### src/rtl/pipeline_controller.sv
// Pipeline stall/flush controller with a single-outstanding SRAM access FSM.
// Memory freezes take priority over branch flushes, and branch flushes over hazard stalls.
module pipeline_controller (
   input  logic        clk_i,
   input  logic        rst_ni,
   input  logic        hazard_i,
   input  logic        branch_taken_i,
   input  logic        mem_r_en_i,
   input  logic        mem_w_en_i,
   input  logic        sram_ready_i,
   output logic        sram_start_o,
   output logic        freeze_all_o,
   output logic        freeze_front_o,
   output logic        id_bubble_o,
   output logic        flush_if_o,
   output logic        mem_error_o,
   output logic [15:0] stall_count_o,
   output logic [1:0]  state_o
);

   typedef enum logic [1:0] {
      StIdle    = 2'b00,
      StMemWait = 2'b01,
      StMemDone = 2'b10,
      StErr     = 2'b11
   } state_e;

   state_e      state_q, state_d;
   logic [7:0]  wait_cnt_q, wait_cnt_d;
   logic [15:0] stall_cnt_q, stall_cnt_d;
   logic        mem_req;
   logic        start;
   logic        freeze_all;
   logic        freeze_front;

   assign mem_req = mem_r_en_i | mem_w_en_i;

   always_comb begin
      state_d    = state_q;
      wait_cnt_d = wait_cnt_q;
      start      = 1'b0;
      freeze_all = 1'b0;
      case (state_q)
         StIdle: begin
            if (mem_req) begin
               start      = 1'b1;
               freeze_all = 1'b1;
               state_d    = StMemWait;
               wait_cnt_d = 8'd0;
            end
         end
         StMemWait: begin
            freeze_all = 1'b1;
            if (sram_ready_i) begin
               state_d = StMemDone;
            end else if (wait_cnt_q == 8'hFF) begin
               state_d = StErr;
            end else begin
               wait_cnt_d = wait_cnt_q + 8'd1;
            end
         end
         // One idle-like cycle so a still-asserted request cannot relaunch immediately.
         StMemDone: state_d = StIdle;
         StErr:     freeze_all = 1'b1;
         default:   state_d = StIdle;
      endcase
   end

   assign freeze_front = hazard_i & ~branch_taken_i & ~freeze_all;

   always_comb begin
      stall_cnt_d = stall_cnt_q;
      if ((freeze_all | freeze_front) && (stall_cnt_q != 16'hFFFF)) begin
         stall_cnt_d = stall_cnt_q + 16'd1;
      end
   end

   always_ff @(posedge clk_i or negedge rst_ni) begin
      if (!rst_ni) begin
         state_q     <= StIdle;
         wait_cnt_q  <= 8'd0;
         stall_cnt_q <= 16'd0;
      end else begin
         state_q     <= state_d;
         wait_cnt_q  <= wait_cnt_d;
         stall_cnt_q <= stall_cnt_d;
      end
   end

   // Combinational outputs are gated so nothing leaks out while reset is held.
   assign sram_start_o   = start & rst_ni;
   assign freeze_all_o   = freeze_all & rst_ni;
   assign freeze_front_o = freeze_front & rst_ni;
   assign flush_if_o     = branch_taken_i & ~freeze_all & rst_ni;
   assign id_bubble_o    = (branch_taken_i | hazard_i) & ~freeze_all & rst_ni;
   assign mem_error_o    = (state_q == StErr) & rst_ni;
   assign stall_count_o  = stall_cnt_q;
   assign state_o        = state_q;

endmodule

### config.mk
export PLATFORM = sky130hd
export DESIGN_NAME = pipeline_controller
export DESIGN_NICKNAME = d
export VERILOG_FILES = /design/src/rtl/pipeline_controller.sv
export SDC_FILE = /design/constraint.sdc
export NUM_CORES = 1
export LEC_CHECK = 0
export ABC_CLOCK_PERIOD_IN_PS = 4400
export CORE_ASPECT_RATIO = 1.75
export CORE_UTILIZATION = 32
export DETAILED_ROUTE_END_ITERATION = 8
export GPL_TIMING_DRIVEN = 0
export PLACE_DENSITY = 0.65
export SLEW_MARGIN = 20
export SYNTH_ARGS = -nofsm -noshare
export SYNTH_HDL_FRONTEND = slang
export SYNTH_SLANG_ARGS = --single-unit
export TNS_END_PERCENT = 30
### constraint.sdc
create_clock -name clk_i -period 4.4 [get_ports clk_i]
set_clock_uncertainty 0.05 [all_clocks]
set_input_delay 1.1 -clock clk_i [delete_from_list [all_inputs] [get_ports clk_i]]
set_output_delay 1.1 -clock clk_i [all_outputs]
set_load 0.01 [all_outputs]
==> impl_metrics.py, run 1 <==
metrics = {
    "placed_design": {
        "place_hpwl_um": 2534,
        "dp_cells": 219,
        "io_buffers": 30,
        "gp_congestion": 0.8330,
    },
    "clock_network": {
        "cts_tree": "yes",
        "cts_setup_buffers": 0,
        "clk_latency_ps": 260,
        "root_buffer": "clkbuf_8",
        "clockBufferDepth": 2,
        "cts_resized": 0,
        "cts_buffers": 3,
        "postCtsHoldBufs": 0,
        "cts_sinks": 26,
        "htreeDepth": 1,
        "cts.clk_slew.worst_paths_ps": 80,
    },
    "power_and_ir_drop": {
        "p_int_w": 0.0005896,
        "p_clk_share_pct": 13.0,
        "swShare_pct": 39.10,
        "vdd_drop_max_mv": 0.3697,
        "p_comb_share_pct": 44.7,
        "seqPwrFrac_pct": 42.3,
        "p_sw_w": 0.0003785,
        "powerDensity_nw_per_um2": 527.1,
        "power_leakage_nw": 0.7903,
    },
    "sta": {
        "rsz0062_at_grt": "false",
        "slew_violations": 0,
        "hold_viol_final": 0,
        "max_freq_mhz": 252.4,
        "setup_viol": 0,
        "timing.final.crit_share_pct": 90.03,
        "slew-limit-headroom_pct": 44.85,
        "worstMarginPinSlew_ps": 816.9,
        "fin_crit_ps": 3961,
    },
    "grt": {
        "grt.total_usage_pct": 15.30,
        "grt_pass1_wl_um": 5740,
        "grt_pass1_vias": 1208,
        "antenna_found_initial": 0,
        "grt-ovfl-total": 0,
        "grt_max_degree": 33,
    },
    "floorplanning": {
        "rows": 31,
        "fp.dieH_um": 90.71,
        "io_pins": 31,
        "dieArea_um2": 4779,
        "initial_core_util_pct": 34.03,
        "die_w_um": 52.69,
        "core_area_um2": 4228,
    },
    "setup_path": {
        "endpoint_kind": "output pin",
        "worstPathMaxFanout": 5,
        "worstPathRequired_ps": 3250,
        "crit_slowest_cell": "clkdlybuf4s50_1",
        "crit_type": "primary input to output pin",
        "max_stage_delay_ps": 540,
        "crit_path_start_kind": "primary input",
        "crit_path_cell_trace": "clkdlybuf4s50_1 -> o21ba_2 -> nor2_1 -> and3_1 -> clkdlybuf4s50_1",
        "cp_num_buf_inv": 2,
        "cpLargestDelayFamily": "buffers and inverters",
        "cp_common_cell": "clkdlybuf4s50_1",
        "crit_arrival_ps": 2810,
    },
    "route": {
        "final_antenna_net_count": 0,
        "detail_route.first_pass.iterations": 4,
        "wire_per_inst_um": 15.06,
        "via_count": 1225,
        "drc": 0,
        "via_per_inst": 5.518,
        "drt_iter0_drc": 29,
        "wirelength_um": 3343,
    },
    "logic_synthesis": {
        "synth_area_leaders": "dfrtp_1 (45%), xor2_1 (7.9%), o31ai_1 (3.7%)",
        "ys.flop_type": "dfrtp_1",
        "synth_edf_count": 0,
        "ys_types": 41,
        "netlist_instances": 140,
        "yosysMostFrequentCell": "dfrtp_1",
        "async_flop_share_pct": 100.0,
        "synth_top_area_share_pct": 45.22,
        "yosysSeqAreaShare_pct": 45.22,
        "syn_area_um2": 1439,
        "yosysTopAreaCell": "dfrtp_1",
        "yosysWarnings": 0,
        "synth_common_cells": "dfrtp_1 (26), xor2_1 (13), nand2_1 (10)",
        "synth_area_per_cell_um2": 10.28,
        "ys_seq_elements": 26,
        "syn_nets": 149,
    },
    "final_layout": {
        "post_route_cells_drive_above_1_share_pct": 8.671,
        "final_cells": 222,
        "syn_to_final_growth_pct": 27.65,
        "nets": 184,
        "diodes": 0,
        "fin_util_pct": 43.44,
        "nFillCells": 412,
    },
    "outcome": {
        "status": "finished, final reports clean",
    },
    "worst_hold_path": {
        "hold_class": "flip-flop to flip-flop",
    },
    "flow_run": {
        "cap_viol_max_count": 0,
    },
}
## path summary, 6_finish.rpt
| path | slack, ps | to | from | depth (start not counted) |
|---|---|---|---|---|
| worst max-delay path | 440 | freeze_front_o | mem_w_en_i | 5 |
| worst min register to register | 470 | wait_cnt_q[6]$_DFFE_PN0P_ | wait_cnt_q[6]$_DFFE_PN0P_ | 1 |
| min in group asynchronous | 810 | state_o[0]$_DFFE_PN0P_ | rst_ni | 1 |
| max in group asynchronous | 3070 | wait_cnt_q[0]$_DFFE_PN0P_ | rst_ni | 1 |
| worst min-delay path | 470 | wait_cnt_q[6]$_DFFE_PN0P_ | wait_cnt_q[6]$_DFFE_PN0P_ | 1 |
| worst max register to register | 2330 | stall_count_o[1]$_DFFE_PN0P_ | stall_count_o[0]$_DFFE_PN0P_ | 5 |
## layout make-up
class	instances	area [µm²]	share of cell area [%]
multi-input combinational	110	770.7	41.96
sequential	26	650.6	35.42
timing repair buffer	30	295.3	16.08
tap	49	61.31	3.338
clock buffer	3	41.29	2.248
buffer	3	13.76	0.7493
inverter	1	3.754	0.2044
## cell usage in the layout (no fill, tap or decap), types with 4 or more instances in the layout
master and instances:
nand2_1 10, nor2_1 8, and3_1 5, xor2_1 13, nor4_1 5, clkdlybuf4s50_1 29
o31ai_1 7, o21ai_0 4, nand4_1 6, dfrtp_1 26, nand3_1 5, nor3_1 9
## cells by family after synthesis
logic type / synth area share, %
and+or+nand+nor: 29.65
buffers and inverters: 1.217
AOI/OAI and AO/OA: 11.04
xor gates and xnor gates: 7.913
DFF: 45.22
muxes: 3.217
adders and majority gates: 1.739
## power groups by stage
stage	Sequential (W)	Combinational [W]	Clock (W)
2_1_floorplan	0.000417	0.000224	0
3_3_place_gp	0.000409	0.000422	0
3_5_place_dp	0.000413	0.000432	0
4_1_cts	0.000410	0.000436	0.000135
5_1_grt	0.000422	0.000477	0.000140
6_report	0.000409	0.000433	0.000126
## through the flow
step	hold slack [ps]	total power (W)	setup WS [ps]	setup TNS (ps)	instance area [µm²]
after global routing	489.0	0.001039	360.4	0	1837
final	468.3	0.0009682	438.5	0	1837
after detailed placement	460.9	0.0008459	438.1	0	1795
after CTS	473.4	0.0009807	432.4	0	1837
after floorplan	421.9	0.0006406	1532	0	1439
after global placement	447.4	0.0008301	-105.5	-483.7	1800
## flip-flops by register name (all words and copies together), names as in the netlist
| register | count |
|---|---|
| stall_count_o | 16 |
| wait_cnt_q | 8 |
| state_o | 2 |
## metal layers
metal | up-vias | part of all wire, % | global-route usage (%)
met3 | 2 | 3.9 | 1.684
met1 | 589 | 42 | 20.38
met5 | - | 0 | 0
met4 | 0 | 0.51 | 3.947
met2 | 34 | 54 | 25.53
li1 | 600 | - | -
(Power assumes the default switching activity.)
==> inputs of run 2 (changes only) <==
--- a/config.mk
+++ b/config.mk
@@ -6,7 +6,7 @@
 export NUM_CORES = 1
 export LEC_CHECK = 0
 export ABC_CLOCK_PERIOD_IN_PS = 4400
-export CORE_ASPECT_RATIO = 1.75
+export CORE_ASPECT_RATIO = 0.7
 export CORE_UTILIZATION = 32
 export DETAILED_ROUTE_END_ITERATION = 8
 export GPL_TIMING_DRIVEN = 0
==> impl_metrics.py, run 2 (synthesized netlist as in run 1, its figures left out) <==
metrics = {
    "outcome": {
        "status": "finished, final reports clean",
    },
    "route": {
        "final_antenna_net_count": 0,
        "via_count": 1225,
        "wirelength_um": 3307,
        "via_per_inst": 5.420,
        "detail_route.first_pass.iterations": 4,
        "wire_per_inst_um": 14.63,
        "drc": 0,
        "drt_iter0_drc": 103,
    },
    "placed_design": {
        "io_buffers": 30,
        "place_ws_ps": 437.7,
        "post_dp_cell_area_um2": 1799,
        "gp_congestion": 0.8135,
        "place_hpwl_um": 2460,
    },
    "final_layout": {
        "largest_register_ff_count": 16,
        "nets": 184,
        "final_cell_area_um2": 1854,
        "nFillCells": 402,
        "final_common_cell": "clkdlybuf4s50_1",
        "diodes": 0,
        "multi_input_area_um2": 770.7,
        "register_area_um2": 650.6,
        "final_cell_mix": "clkdlybuf4s50_1 (29), dfrtp_1 (26), xor2_1 (13), nand2_1 (10), nor3_1 (9)",
        "syn_to_final_growth_pct": 28.87,
        "post_route_cells_drive_above_1_share_pct": 9.195,
    },
    "power_and_ir_drop": {
        "vdd_drop_max_mv": 0.2289,
        "power_leakage_nw": 0.7975,
        "powerDensity_nw_per_um2": 535.5,
    },
    "setup_path": {
        "r2r_end": "stall_count_o[1]$_DFFE_PN0P_",
        "reg2reg_setup_slack_ps": 2310,
        "worstPathMaxFanout": 5,
        "crit_type": "primary input to output pin",
        "endpoint_kind": "output pin",
        "worstPathRequired_ps": 3250,
        "crit_path_start_kind": "primary input",
        "crit_arrival_ps": 2830,
        "crit_end": "freeze_front_o",
        "reg2reg_depth": 5,
        "startpoint": "mem_w_en_i",
        "worstReg2RegStart": "stall_count_o[0]$_DFFE_PN0P_",
    },
    "grt": {
        "grt_pass1_vias": 1194,
        "grt-ovfl-total": 0,
        "grt.total_usage_pct": 15.73,
        "antenna_found_initial": 0,
        "grt_max_degree": 33,
        "grt_pass1_wl_um": 5796,
    },
    "flow_run": {
        "cap_viol_max_count": 0,
    },
    "worst_hold_path": {
        "hold_class": "flip-flop to flip-flop",
    },
    "sta": {
        "slew_violations": 0,
        "worstMarginPinSlew_ps": 881.7,
        "hold_viol_final": 0,
        "max_freq_mhz": 251.5,
        "timing.final.crit_share_pct": 90.36,
        "fin_crit_ps": 3976,
        "slew-limit-headroom_pct": 40.47,
        "setup_ws_ps": 424.2,
        "rsz0062_at_grt": "false",
        "setup_viol": 0,
    },
    "clock_network": {
        "cts_tree": "yes",
        "clockBufferDepth": 2,
        "cts.clk_slew.worst_paths_ps": 90,
        "root_buffer": "clkbuf_8",
        "htreeDepth": 1,
        "cts_resized": 0,
        "clk_latency_ps": 270,
        "cts_sinks": 26,
        "cts_buffers": 3,
        "postCtsHoldBufs": 0,
        "cts_setup_buffers": 0,
    },
    "floorplanning": {
        "dieArea_um2": 4773,
        "core_area_um2": 4113,
        "io_pins": 31,
        "die_w_um": 82.15,
        "rows": 19,
        "initial_core_util_pct": 34.99,
        "fp.dieH_um": 58.11,
    },
}
==> run 2: cell count changes in the layout (fill, tap and decap cells not counted), sizes merged <==
cell and change:
clkbuf +1
==> run 2: report_power, final <==
part / switching, W / total, W / leakage (nW) / internal, W
registers: 0.000100 / 0.000406 / 0.327 / 0.000306
clock network: 0.0000767 / 0.000157 / 0.0288 / 0.0000800
logic: 0.000207 / 0.000430 / 0.441 / 0.000223
total: 0.000384 / 0.000993 / 0.797 / 0.000609
==> run 2: critical path, stage by stage <==
cell	delay [ps]
clkdlybuf4s50_1	440
o21ba_2	260
nor2_1	280
and3_1	210
clkdlybuf4s50_1	530
==> run 2: area by class of cell <==
class                   count  share of cell area, %
well taps                  52                  3.509
flip-flops and latches     26                  35.09
clock buffers               4                  2.969
inverters                   1                 0.2024
repair buffers             30                  15.92
plain buffers               3                 0.7422
multi-input cells         110                  41.57
==> run 2: metrics by stage <==
step           hold slack [ps]  setup TNS, ps  instances  util, %  power [W]
4_1_cts                  477.4              0        226    45.09   0.001004
2_1_floorplan            421.9              0        140        -  0.0006406
3_5_place_dp             461.0              0        222    43.75  0.0008435
5_1_grt                  489.0              0        226    45.09   0.001072
3_3_place_gp             450.7         -515.4        222    43.87  0.0008284
6_report                 469.2              0        226    45.09  0.0009931
==> run 2: how the worst min path moves through the flow <==
stage	startpoint	end	slack [ps]	cells after the start
after global placement	stall_count_o[3]$_DFFE_PN0P_	stall_count_o[3]$_DFFE_PN0P_	450	1
after floorplan	wait_cnt_q[6]$_DFFE_PN0P_	wait_cnt_q[6]$_DFFE_PN0P_	420	1
after detailed placement	wait_cnt_q[6]$_DFFE_PN0P_	wait_cnt_q[6]$_DFFE_PN0P_	460	1
final	wait_cnt_q[6]$_DFFE_PN0P_	wait_cnt_q[6]$_DFFE_PN0P_	470	1
after CTS	wait_cnt_q[6]$_DFFE_PN0P_	wait_cnt_q[6]$_DFFE_PN0P_	480	1
after global routing	wait_cnt_q[6]$_DFFE_PN0P_	wait_cnt_q[6]$_DFFE_PN0P_	490	1
==> run 2: per-layer routing <==
metal | track usage, % | wire (µm) | up-vias
met4 | 3.008 | 24 | 0
met3 | 2.992 | 158 | 2
met5 | 0 | 0 | -
met2 | 23.49 | 1483 | 33
li1 | - | - | 596
met1 | 23.62 | 1641 | 594
==> inputs of run 3 (changes only) <==
--- a/config.mk
+++ b/config.mk
@@ -6,10 +6,9 @@
 export NUM_CORES = 1
 export LEC_CHECK = 0
 export ABC_CLOCK_PERIOD_IN_PS = 4400
-export CORE_ASPECT_RATIO = 0.7
+export CORE_ASPECT_RATIO = 1.2
 export CORE_UTILIZATION = 32
 export DETAILED_ROUTE_END_ITERATION = 8
-export GPL_TIMING_DRIVEN = 0
 export PLACE_DENSITY = 0.65
 export SLEW_MARGIN = 20
 export SYNTH_ARGS = -nofsm -noshare
==> impl_metrics.py, run 3 (synthesized netlist as in run 1, its figures left out) <==
metrics = {
    "outcome": {
        "status": "finished, final reports clean",
    },
    "floorplanning": {
        "dieArea_um2": 4770,
        "core_area_um2": 4294,
        "rows": 26,
        "io_pins": 31,
        "initial_core_util_pct": 33.51,
        "fp.dieH_um": 75.46,
        "die_w_um": 63.22,
    },
    "sta": {
        "rsz0062_at_grt": "false",
        "hold_viol_final": 0,
        "fin_crit_ps": 3925,
        "timing.final.crit_share_pct": 89.20,
        "setup_viol": 0,
        "max_freq_mhz": 254.8,
        "worstMarginPinSlew_ps": 946.0,
        "slew_violations": 0,
        "slew-limit-headroom_pct": 36.13,
        "tns_ps": 0,
    },
    "setup_path": {
        "crit_arrival_ps": 2770,
        "crit_type": "primary input to output pin",
        "reg2reg_depth": 5,
        "r2r_end": "stall_count_o[1]$_DFFE_PN0P_",
        "worstPathMaxFanout": 5,
        "crit_path_start_kind": "primary input",
        "reg2reg_setup_slack_ps": 2340,
        "worstReg2RegStart": "stall_count_o[0]$_DFFE_PN0P_",
        "endpoint_kind": "output pin",
        "worstPathRequired_ps": 3250,
    },
    "route": {
        "final_antenna_net_count": 0,
        "via_per_inst": 5.409,
        "drt_iter0_drc": 34,
        "detail_route.first_pass.iterations": 4,
        "via_count": 1244,
        "drc": 0,
        "wire_per_inst_um": 14.40,
        "wirelength_um": 3312,
    },
    "clock_network": {
        "root_buffer": "clkbuf_8",
        "cts_buffers": 3,
        "postCtsHoldBufs": 0,
        "clk_latency_ps": 270,
        "cts_setup_buffers": 0,
        "cts_tree": "yes",
        "cts_sinks": 26,
        "clockBufferDepth": 2,
        "cts.clk_slew.worst_paths_ps": 80,
        "cts_resized": 0,
        "htreeDepth": 1,
    },
    "final_layout": {
        "final_cell_mix": "clkdlybuf4s50_1 (30), dfrtp_1 (26), xor2_1 (13), nand2_1 (10), nor3_1 (9)",
        "multi_input_area_um2": 770.7,
        "diodes": 0,
        "nets": 184,
        "largest_register_ff_count": 16,
        "register_area_um2": 650.6,
        "syn_to_final_growth_pct": 31.30,
        "final_common_cell": "clkdlybuf4s50_1",
        "post_route_cells_drive_above_1_share_pct": 9.195,
        "final_cells": 230,
        "nFillCells": 426,
    },
    "worst_hold_path": {
        "min_from": "stall_count_o[3]$_DFFE_PN0P_",
        "hold_class": "flip-flop to flip-flop",
        "worstHoldEndpoint": "stall_count_o[3]$_DFFE_PN0P_",
        "min_delay_path_depth": 1,
    },
    "placed_design": {
        "gp_congestion": 0.7956,
        "io_buffers": 30,
        "place_hpwl_um": 2483,
        "dp_cells": 226,
    },
    "grt": {
        "grt_max_degree": 16,
        "antenna_found_initial": 0,
        "grt-ovfl-total": 0,
        "grt.total_usage_pct": 15.07,
        "grt_pass1_wl_um": 5740,
        "grt_pass1_vias": 1258,
    },
    "flow_run": {
        "cap_viol_max_count": 0,
    },
    "power_and_ir_drop": {
        "powerDensity_nw_per_um2": 546.7,
        "power_w": 0.001033,
        "vdd_drop_max_mv": 0.2853,
        "power_leakage_nw": 0.8096,
    },
}
[run 3: cell count changes in the layout (fill, tap and decap cells not counted)]
cell	previous run	this run
buf_2	3	0
buf_4	0	3
bufinv_16	0	1
clkbuf_1	1	0
clkbuf_8	4	3
clkdlybuf4s50_1	29	30
[run 3: layout make-up]
class / instances / area share [%]
clock buffers: 3 / 2.185
clock inverters: 1 / 1.589
inverters: 1 / 0.1987
multi-input cells: 110 / 40.79
flip-flops and latches: 26 / 34.44
well taps: 56 / 3.709
repair buffers: 33 / 17.09
[run 3: worst max path at each step]
stage | from | end | depth (start not counted)
final | mem_w_en_i | freeze_front_o | 5
after global routing | mem_w_en_i | freeze_front_o | 5
after CTS | mem_w_en_i | freeze_front_o | 5
after detailed placement | mem_w_en_i | freeze_front_o | 5
after global placement | mem_w_en_i | freeze_front_o | 5
after floorplan | mem_w_en_i | freeze_front_o | 3
[run 3: power by group]
group          switching [W]  internal [W]  total [W]
sequential          0.000118      0.000305   0.000423
clock              0.0000733      0.000122   0.000195
combinational       0.000193      0.000222   0.000415
total               0.000384      0.000649    0.00103
[run 3: per-layer routing]
layer | vias to the layer above | track usage [%] | share of wire [%] | wire length [µm]
met5 | - | 0 | 0 | 0
met4 | 0 | 3.535 | 0.48 | 16
met3 | 2 | 2.994 | 4.1 | 135
met2 | 35 | 27.72 | 50 | 1669
met1 | 613 | 18.33 | 45 | 1490
li1 | 594 | - | - | -
[run 3: per-stage QoR]
step	hold slack (ps)	area (µm²)	utilization, %	worst slack (ps)
2_1_floorplan	421.9	1439	-	1532
3_3_place_gp	449.0	1818	42.34	532.6
3_5_place_dp	448.3	1818	42.34	500.2
4_1_cts	467.1	1889	44.00	494.8
5_1_grt	498.3	1889	44.00	398.2
6_report	472.7	1889	44.00	475.2
[run 3: worst max-delay path, cell delays in order]
cell and delay, ps:
clkdlybuf4s50_1 440, o21ba_2 260, nor2_1 240, and3_1 200
clkdlybuf4s50_1 540
